<file path="src/rtl/u111_cycle_ctrl.sv">
// U111 68040 local-bus cycle controller: accepts CPU transfer starts and
// terminates them with TAn/TBIn/TEAn. Optional macro: U111_BUS_TIMEOUT_EN.
module u111_cycle_ctrl #(
  parameter int unsigned WAIT_STATES    = 2,
  parameter int unsigned BURST_BEATS    = 4,
  parameter int unsigned TIMEOUT_CYCLES = 255
) (
  input  logic       CLK40,
  input  logic       RESET,
  input  logic       TSn,
  input  logic       BGn,
  input  logic       RnW,
  input  logic [1:0] SIZ,
  input  logic       ONBOARD,
  input  logic       ACKn,
  output logic       CYCLE_EN,
  output logic       LBENn,
  output logic       TAn,
  output logic       TBIn,
  output logic       TEAn,
  output logic       CYC_RnW
);

  typedef enum logic [2:0] {
    IDLE,
    OWAIT,
    OBEAT,
    XWAIT,
    XACK,
    XERR,
    TERM
  } state_t;

  localparam logic [3:0] WAIT_LD = 4'(WAIT_STATES);
  localparam logic [7:0] BEAT_LD = 8'(BURST_BEATS - 1);

  state_t     state_q, state_d;
  logic [3:0] wait_q, wait_d;
  logic [7:0] beat_q, beat_d;
  logic       line_q, line_d;
  logic       rnw_q, rnw_d;
  logic       to_hit;

`ifdef U111_BUS_TIMEOUT_EN
  localparam logic [7:0] TO_LAST = 8'(TIMEOUT_CYCLES - 1);

  logic [7:0] tcnt_q, tcnt_d;

  // Timeout counter: zero on XWAIT entry, counts XWAIT clocks, saturates
  always_comb begin
    tcnt_d = tcnt_q;
    if (state_q != XWAIT) begin
      tcnt_d = 8'd0;
    end else if (tcnt_q != 8'hFF) begin
      tcnt_d = tcnt_q + 8'd1;
    end
  end

  // Timeout counter register
  always_ff @(posedge CLK40) begin
    if (RESET) begin
      tcnt_q <= 8'd0;
    end else begin
      tcnt_q <= tcnt_d;
    end
  end

  assign to_hit = (tcnt_q == TO_LAST);
`else
  // Legal timeout range excludes zero, so this is constant low:
  // XWAIT waits for ACKn indefinitely.
  assign to_hit = (TIMEOUT_CYCLES == 0);
`endif

  // Next-state logic: accept, wait-state and beat sequencing
  always_comb begin
    state_d = state_q;
    wait_d  = wait_q;
    beat_d  = beat_q;
    line_d  = line_q;
    rnw_d   = rnw_q;
    unique case (state_q)
      IDLE: begin
        if (!TSn && !BGn) begin
          rnw_d   = RnW;
          line_d  = (SIZ == 2'b11);
          wait_d  = WAIT_LD;
          beat_d  = (SIZ == 2'b11) ? BEAT_LD : 8'd0;
          state_d = ONBOARD ? OWAIT : XWAIT;
        end
      end
      OWAIT: begin
        if (wait_q == 4'd0) begin
          state_d = OBEAT;
        end else begin
          wait_d = wait_q - 4'd1;
        end
      end
      OBEAT: begin
        if (beat_q == 8'd0) begin
          state_d = TERM;
        end else begin
          beat_d = beat_q - 8'd1;
        end
      end
      XWAIT: begin
        if (!ACKn) begin
          state_d = XACK;
        end else if (to_hit) begin
          state_d = XERR;
        end
      end
      XACK:    state_d = TERM;
      XERR:    state_d = TERM;
      TERM:    state_d = IDLE;
      default: state_d = IDLE;
    endcase
  end

  // State and latched cycle attributes
  always_ff @(posedge CLK40) begin
    if (RESET) begin
      state_q <= IDLE;
      wait_q  <= 4'd0;
      beat_q  <= 8'd0;
      line_q  <= 1'b0;
      rnw_q   <= 1'b1;
    end else begin
      state_q <= state_d;
      wait_q  <= wait_d;
      beat_q  <= beat_d;
      line_q  <= line_d;
      rnw_q   <= rnw_d;
    end
  end

  assign CYCLE_EN = (state_q == OWAIT) || (state_q == OBEAT)
                 || (state_q == XWAIT) || (state_q == XACK)
                 || (state_q == XERR);
  assign LBENn    = !((state_q == OWAIT) || (state_q == OBEAT));
  assign TAn      = !((state_q == OBEAT) || (state_q == XACK));
  assign TBIn     = !((state_q == XACK) && line_q);
  assign TEAn     = !(state_q == XERR);
  assign CYC_RnW  = rnw_q;

endmodule

</file>
<file path="config.mk">
export PLATFORM = sky130hd
export DESIGN_NAME = u111_cycle_ctrl
export DESIGN_NICKNAME = d
export VERILOG_FILES = /design/src/rtl/u111_cycle_ctrl.sv
export SDC_FILE = /design/constraint.sdc
export NUM_CORES = 1
export LEC_CHECK = 0
export CAP_MARGIN = 25
export CORE_MARGIN = 1.5
export CORE_UTILIZATION = 56
export CTS_CLUSTER_DIAMETER = 30
export DETAILED_ROUTE_END_ITERATION = 6
export GPL_TIMING_DRIVEN = 0
export PLACE_DENSITY = 0.82
export RECOVER_POWER = 50
export SLEW_MARGIN = 20
export SYNTH_ARGS = -nofsm -noshare
export SYNTH_HDL_FRONTEND = slang
export SYNTH_SLANG_ARGS = --single-unit
</file>
<file path="constraint.sdc">
create_clock -name CLK40 -period 4.1 [get_ports CLK40]
set_clock_uncertainty 0.2 [all_clocks]
set_input_delay 0.82 -clock CLK40 [delete_from_list [all_inputs] [get_ports CLK40]]
set_output_delay 0.82 -clock CLK40 [all_outputs]
set_load 0.02 [all_outputs]
</file>
==> results.md, run 1 <==
* Number of synthesized flops with an enable pin at 0
* CP cell instances: clkbuf_1, nor3b_2, nor2_1, clkdlybuf4s50_1
* Kind of critical path: reg2out
* GR Util All Layers at 23.0%
* Crit path from: state_q[2]$_SDFFE_PP0P_
* Setup-failing EPs final at 0
* Sw Share at 38.6%
* Vias/cell at 5.65
* Total power at 577 uW
* Avg Inst Size Synth at 8.52 um^2
* CTS Root Cell: clkbuf_4
* Worst r2r path cells at 7
* Ys async rst share at 0%
* CTS sink cnt at 17
* Layout cells sized above 1 at 10.3%
* Placed cells at 157
* Vias in the first global route at 819
* Total grt overflow at 0
* Routed via count at 909
* Total nets after synthesis at 133
* WL final at 2.00 mm
* CP Data Arrival Time at 1970 ps
* Static leakage at 0.491 nW
* Clock Tree Buf Depth at 2
* Most frequent cells after synthesis: dfxtp_1 (17), a21oi_1 (12), nor2_1 (9), inv_1 (8), nand2_1 (7)
* Core area at 0.00171 mm^2
* Layout Cells excl Fill at 161
* Final HPWL DP at 1.51 mm
* Max-Cap Viols at 0
* Largest net degree at the start of global routing at 11
* CTS Hold Bufs at 0
* Chip height at 45.5 um
* CP startpoint kind: flip-flop
* Setup bufs post-CTS at 0
* Most numerous cell in the Yosys netlist: dfxtp_1
* Post-synth top area share at 33.6%
* WL/cell at 12.4 um
* DRC at 0
* Clock latency on the worst-skew pair at 310 ps
* Synthesized area at 0.00101 mm^2
* Starting density of the core at 59.3%
* Primary FF master, synth: dfxtp_1
* Worst hold slack at 269 ps
* Slew HR at 53.2%
* Int Pwr at 354 uW
* Fmax at 0.335 GHz
* Initial antenna violation count at 0
* Start point of the worst hold path: line_q$_SDFFE_PP0P_
* Final nets at 151
* Post-cts sizing count at 0
* Outcome: complete, no violations
* Hold path depth at 2
* ANT nets after route at 0
* Core Util, Final at 69.7%
* Reg power frac at 38.7%
* Seq cells post-synth at 17
* Critical R2R Launch: beat_q[0]$_SDFFE_PP0P_
* FP Rows at 15
* Final Max Slew Viols at 0
* DIE AREA at 0.00207 mm^2
* Port Buf Inserts at 13
* Crit path max fanout at 10
* DR pass1 iterations at 4
* ANT cells at 0
* Synth cell types at 41
* Num ports at 15
* P&R area growth vs syn at 17.5%
* Clock power share at 16.6%
* Htree depth at 1
* Switching power at 223 uW
* Syn Inst Count at 119
* Cts bufs inserted at 3
* Comb power frac at 44.7%
* Crit-path max cell delay at 610 ps
* Power density over cell area at 485 mW/mm^2
* Die X at 45.5 um
* CP required at 3080 ps
* Worst min path class: reg2reg
* Worst slew pin tran at 695 ps
* Initial drt markers at 10
* Final period util at 72.9%
* Critical path endpoint category: primary output
* Fin Setup TNS at 0 ps
* Ys Warns at 0
* RSZ-0062 raised after global routing: false
* Peak VDD IR at 0.342 mV
* Yosys top cell by area: dfxtp_1
* Top post-synthesis cells by area: dfxtp_1 (34%), ha_1 (6.2%), a21oi_1 (5.9%)
* Global-route wire length before repair at 3.42 mm
* Post-layout min period at 2990 ps
* CTS tree: built
* Worst-path clk slew at 110 ps
* Register area share after synthesis at 33.6%
* Slowest stage cell, crit path: clkdlybuf4s50_1
* Final Hold Fails at 0
* Placer Congestion at 0.803
-- layer usage --
| metal | share of wire, % | wire [um] | global-route usage (%) | vias to the layer above |
|---|---|---|---|---|
| li1 | - | - | - | 470 |
| met4 | 2.4 | 48 | 12.9 | 0 |
| met5 | 0 | 0 | 0 | - |
| met1 | 47 | 940 | 27.9 | 421 |
| met2 | 49 | 970 | 38.0 | 13 |
| met3 | 2.0 | 39 | 3.57 | 5 |
-- final timing paths --
kind / slack [ps] / to
max reg2reg: 1910 / beat_q[1]$_SDFFE_PP0P_
min: 270 / line_q$_SDFFE_PP0P_
min reg2reg: 270 / line_q$_SDFFE_PP0P_
max: 1110 / LBENn
-- per-stage QoR --
| stage | setup slack (ps) | area [um^2] |
|---|---|---|
| 2_1_floorplan | 1930 | 1010 |
| 3_3_place_gp | 1350 | 1170 |
| 3_5_place_dp | 1360 | 1170 |
| 4_1_cts | 1090 | 1200 |
| 5_1_grt | 1020 | 1190 |
| 6_report | 1110 | 1190 |
-- kinds of logic after synthesis --
logic type	after synthesis	synth area share (%)
simple gates	46	28.1
compound gates	32	21.2
buf+inv	14	6.17
flops	17	33.6
mux	3	2.96
fa+ha+maj	5	6.17
xor+xnor	2	1.73
-- sequential cells by signal, indices dropped and copies added, names as in the netlist --
register,count
line_q,1
state_q,3
CYC_RnW,1
beat_q,8
wait_q,4
-- worst max-delay path, delay by kind of cell, from the launching register on --
family / cells / cell delay [ps]
buf+inv: 2 / 980
flops: 1 / 430
simple gates: 2 / 260
-- cells in the final DEF, fill, tap and decap left out, types with 3 or more instances in the layout --
master,instances
or3_1,5
dfxtp_1,17
a21oi_1,12
o21ai_0,5
o31ai_1,4
clkbuf_4,3
nand3_1,3
inv_1,8
or4_1,4
nand2b_1,4
ha_1,5
clkdlybuf4s50_1,11
mux2i_1,3
nor2_1,9
nand2_1,7
-- power groups by stage --
| stage | combinational [mW] | clock (mW) | sequential [mW] |
|---|---|---|---|
| after global routing | 0.291 | 0.103 | 0.228 |
| final | 0.258 | 0.0960 | 0.223 |
| after floorplan | 0.200 | 0 | 0.220 |
| after detailed placement | 0.263 | 0 | 0.227 |
| after CTS | 0.263 | 0.0980 | 0.223 |
| after global placement | 0.253 | 0 | 0.224 |
-- final cells by class --
cell class              instances  area [um^2]
multi-input cells              88          599
fillers                       129          517
flip-flops and latches         17          340
repair buffers                 13          130
plain buffers                   6         32.5
well taps                      25         31.3
inverters                       8         30.0
clock buffers                   3         22.5
clock inverters                 1         5.00
Power figures use the tool's default switching activity.
==> inputs of run 2 (changes only) <==
--- a/config.mk
+++ b/config.mk
@@ -7,11 +7,11 @@
 export LEC_CHECK = 0
 export CAP_MARGIN = 25
 export CORE_MARGIN = 1.5
-export CORE_UTILIZATION = 56
+export CORE_UTILIZATION = 47
 export CTS_CLUSTER_DIAMETER = 30
 export DETAILED_ROUTE_END_ITERATION = 6
 export GPL_TIMING_DRIVEN = 0
-export PLACE_DENSITY = 0.82
+export PLACE_DENSITY = 0.73
 export RECOVER_POWER = 50
 export SLEW_MARGIN = 20
 export SYNTH_ARGS = -nofsm -noshare
==> constraint.sdc (replaced) <==
create_clock -name CLK40 -period 2.54 [get_ports CLK40]
set_clock_uncertainty 0.2 [all_clocks]
set_input_delay 0.508 -clock CLK40 [delete_from_list [all_inputs] [get_ports CLK40]]
set_output_delay 0.508 -clock CLK40 [all_outputs]
set_load 0.02 [all_outputs]
==> results.md, run 2 (synthesis results as in run 1) <==
* FP Rows at 16 (+1)
* Final Max Slew Viols at 0 (unchanged)
* Sw Share at 38.9% (+0.27 points)
* Htree depth at 1 (unchanged)
* Placed Area at 0.00118 mm^2 (+0.21%)
* Setup bufs post-CTS at 0 (unchanged)
* Worst path bufs/invs at 3 (+1)
* Starting density of the core at 50.6% (-8.7 points)
* Worst r2r path cells at 7 (unchanged)
* ANT nets after route at 0 (unchanged)
* Reg power frac at 38.9% (+0.2 points)
* Core area at 0.00200 mm^2 (+17%)
* Largest net degree at the start of global routing at 12 (+1)
* Setup-failing EPs final at 0 (unchanged)
* Global-route wire length before repair at 3.52 mm (+3.0%)
* Worst slew pin tran at 458 ps (-237 ps)
* Start point of the worst hold path: line_q$_SDFFE_PP0P_
* Worst Hold Path EP: line_q$_SDFFE_PP0P_
* Largest register FFs at 8 (unchanged)
* Vias in the first global route at 877 (+7.1%)
* Cell area after layout at 0.00121 mm^2 (+1.5%)
* Final Hold Fails at 0 (unchanged)
* Initial drt markers at 6 (-4)
* Final Worst Setup Slack at 128 ps (-985 ps)
* Worst-path clk slew at 110 ps (about the same)
* Max-Cap Viols at 0 (unchanged)
* Slew HR at 69.2% (+16 points)
* CTS Root Cell: clkbuf_4
* Initial antenna violation count at 0 (unchanged)
* Clock power share at 16.5% (about the same)
* Chip height at 49.4 um (+8.6%)
* Final HPWL DP at 1.57 mm (+3.5%)
* ANT cells at 0 (unchanged)
* Comb power frac at 44.6% (about the same)
* Crit-path leading delay family: buffers and inverters
* Worst min path class: reg2reg
* Switching power at 361 uW (+62%)
* Crit path max fanout at 10 (unchanged)
* Crit-path max cell delay at 600 ps (about the same)
* CTS tree: built
* Kind of critical path: reg2out
* Fin Setup TNS at 0 ps (unchanged)
* Num ports at 15 (unchanged)
* Final period util at 95.0%
* DR pass1 iterations at 4 (unchanged)
* RSZ-0062 raised after global routing: false
* CTS sink cnt at 17 (unchanged)
* Port Buf Inserts at 13 (unchanged)
* DRC at 0 (unchanged)
* Top reg by flops: beat_q
* Power density over cell area at 768 mW/mm^2 (+59%)
* Hold path depth at 2 (unchanged)
* Layout cells sized above 1 at 12.5% (+2.2 points)
* Clock Tree Buf Depth at 2 (unchanged)
* CP cell instances: buf_4, inv_1, nand3_1, clkdlybuf4s50_1
* WL final at 2.06 mm (+3.1%)
* Commonest non-fill, non-tap cell in the layout: dfxtp_1
* Post-layout min period at 2410 ps
* Routed via count at 904 (-0.55%)
* Internal reg-to-reg setup slack at 220 ps (-1690 ps)
* WL/cell at 12.6 um (+1.8%)
* Total grt overflow at 0 (unchanged)
* Die X at 49.4 um (+8.6%)
* GR Util All Layers at 18.7% (-4.3 points)
* DIE AREA at 0.00244 mm^2 (+18%)
* Placer Congestion at 0.816 (+1.6%)
* Commonest cells after routing, fill and taps aside: dfxtp_1 (15), a21oi_1 (12), nor2_1 (9), clkdlybuf4s50_1 (9), inv_1 (8)
* P&R area growth vs syn at 19.3%
* CP required at 1830 ps (-1250 ps)
* Worst r2r dst: beat_q[1]$_SDFFE_PP0P_
* Cts bufs inserted at 3 (unchanged)
* Peak VDD IR at 0.415 mV (+21%)
* Critical R2R Launch: beat_q[0]$_SDFFE_PP0P_
* Final nets at 151 (unchanged)
* Slowest stage cell, crit path: clkdlybuf4s50_1
* CP startpoint kind: flip-flop
* Fmax at 0.415 GHz
* Outcome: complete, no violations
* Vias/cell at 5.55 (-1.8%)
* Clock latency on the worst-skew pair at 300 ps (about the same)
* Static leakage at 0.489 nW (-0.43%)
* Int Pwr at 568 uW (+60%)
* Pre-CTS setup slack at 65.4 ps (-1290 ps)
* Critical path endpoint category: primary output
* CP Data Arrival Time at 1700 ps (-270 ps)
* Largest registers: beat_q (8), wait_q (4), state_q (3)
run 2: changes by cell type in the layout (fill, tap and decap cells not counted), sizes merged:
cell | before | now
clkbuf | 5 | 7
clkdlybuf4s50 | 11 | 9
buf | 4 | 3
clkinv | 1 | 0
clkinvlp | 0 | 1
dlymetal6s2s | 0 | 1
run 2: what timing repair did:
| action | 4_1_cts | 5_1_grt |
|---|---|---|
| endpoints found under the setup margin | 3 | 2 |
| hold buffers | 0 | 0 |
| pin swaps | 0 | 0 |
| gates resized for setup | 5 | 4 |
| hold endpoints to repair | 0 | 0 |
run 2: worst max path at each step:
stage                                  startpoint                      to  slack (ps)  cells past startpoint
after floorplan            beat_q[0]$_SDFFE_PP0P_  beat_q[1]$_SDFFE_PP0P_         670                      7
after global placement                        TSn  wait_q[0]$_SDFFE_PP0P_         100                      6
after detailed placement                      TSn  wait_q[3]$_SDFFE_PP0P_          70                      5
after CTS                 state_q[2]$_SDFFE_PP0P_                   LBENn          20                      4
after global routing      state_q[2]$_SDFFE_PP0P_                     TAn          40                      4
final                     state_q[1]$_SDFFE_PP0P_                    TEAn         130                      4
run 2: layout make-up:
type | instances | area [um^2]
clock inverter | 1 | 7.51
clock buffer | 3 | 22.5
timing repair buffer | 13 | 126
buffer | 6 | 32.5
sequential | 17 | 343
multi-input combinational | 88 | 613
fill | 200 | 793
inverter | 8 | 30.0
tap | 27 | 33.8
run 2: metrics by stage:
step / hold WS [ps] / power (mW) / cells / util, %
2_1_floorplan: 237 / 0.678 / 119 / -
3_3_place_gp: 255 / 0.773 / 159 / 58.8
3_5_place_dp: 270 / 0.791 / 159 / 58.8
4_1_cts: 286 / 0.959 / 163 / 61.0
5_1_grt: 303 / 1.01 / 163 / 60.4
6_report: 284 / 0.929 / 163 / 60.4
run 2: tightest hold or removal path: cells and delay by family (launching register included):
kind             cells  cell delay [ps]
flip-flops           1              330
AND/OR/NAND/NOR      1               60
AO/OA/AOI/OAI        1               60
run 2: power by group through the flow:
stage               clock (mW)  combinational, mW  sequential (mW)
floorplan                    0              0.323            0.355
global placement             0              0.411            0.361
detailed placement           0              0.427            0.364
CTS                      0.164              0.436            0.359
global route             0.171              0.466            0.368
finish                   0.153              0.414            0.361
run 2: layer usage:
layer | share of wire (%) | vias to the layer above | routed length [um] | GRT usage, %
met4 | 1.8 | 0 | 37 | 9.26
met2 | 48 | 13 | 984 | 32.0
met1 | 48 | 420 | 984 | 22.1
met5 | 0 | - | 0 | 0
met3 | 2.6 | 5 | 53 | 3.68
li1 | - | 466 | - | -
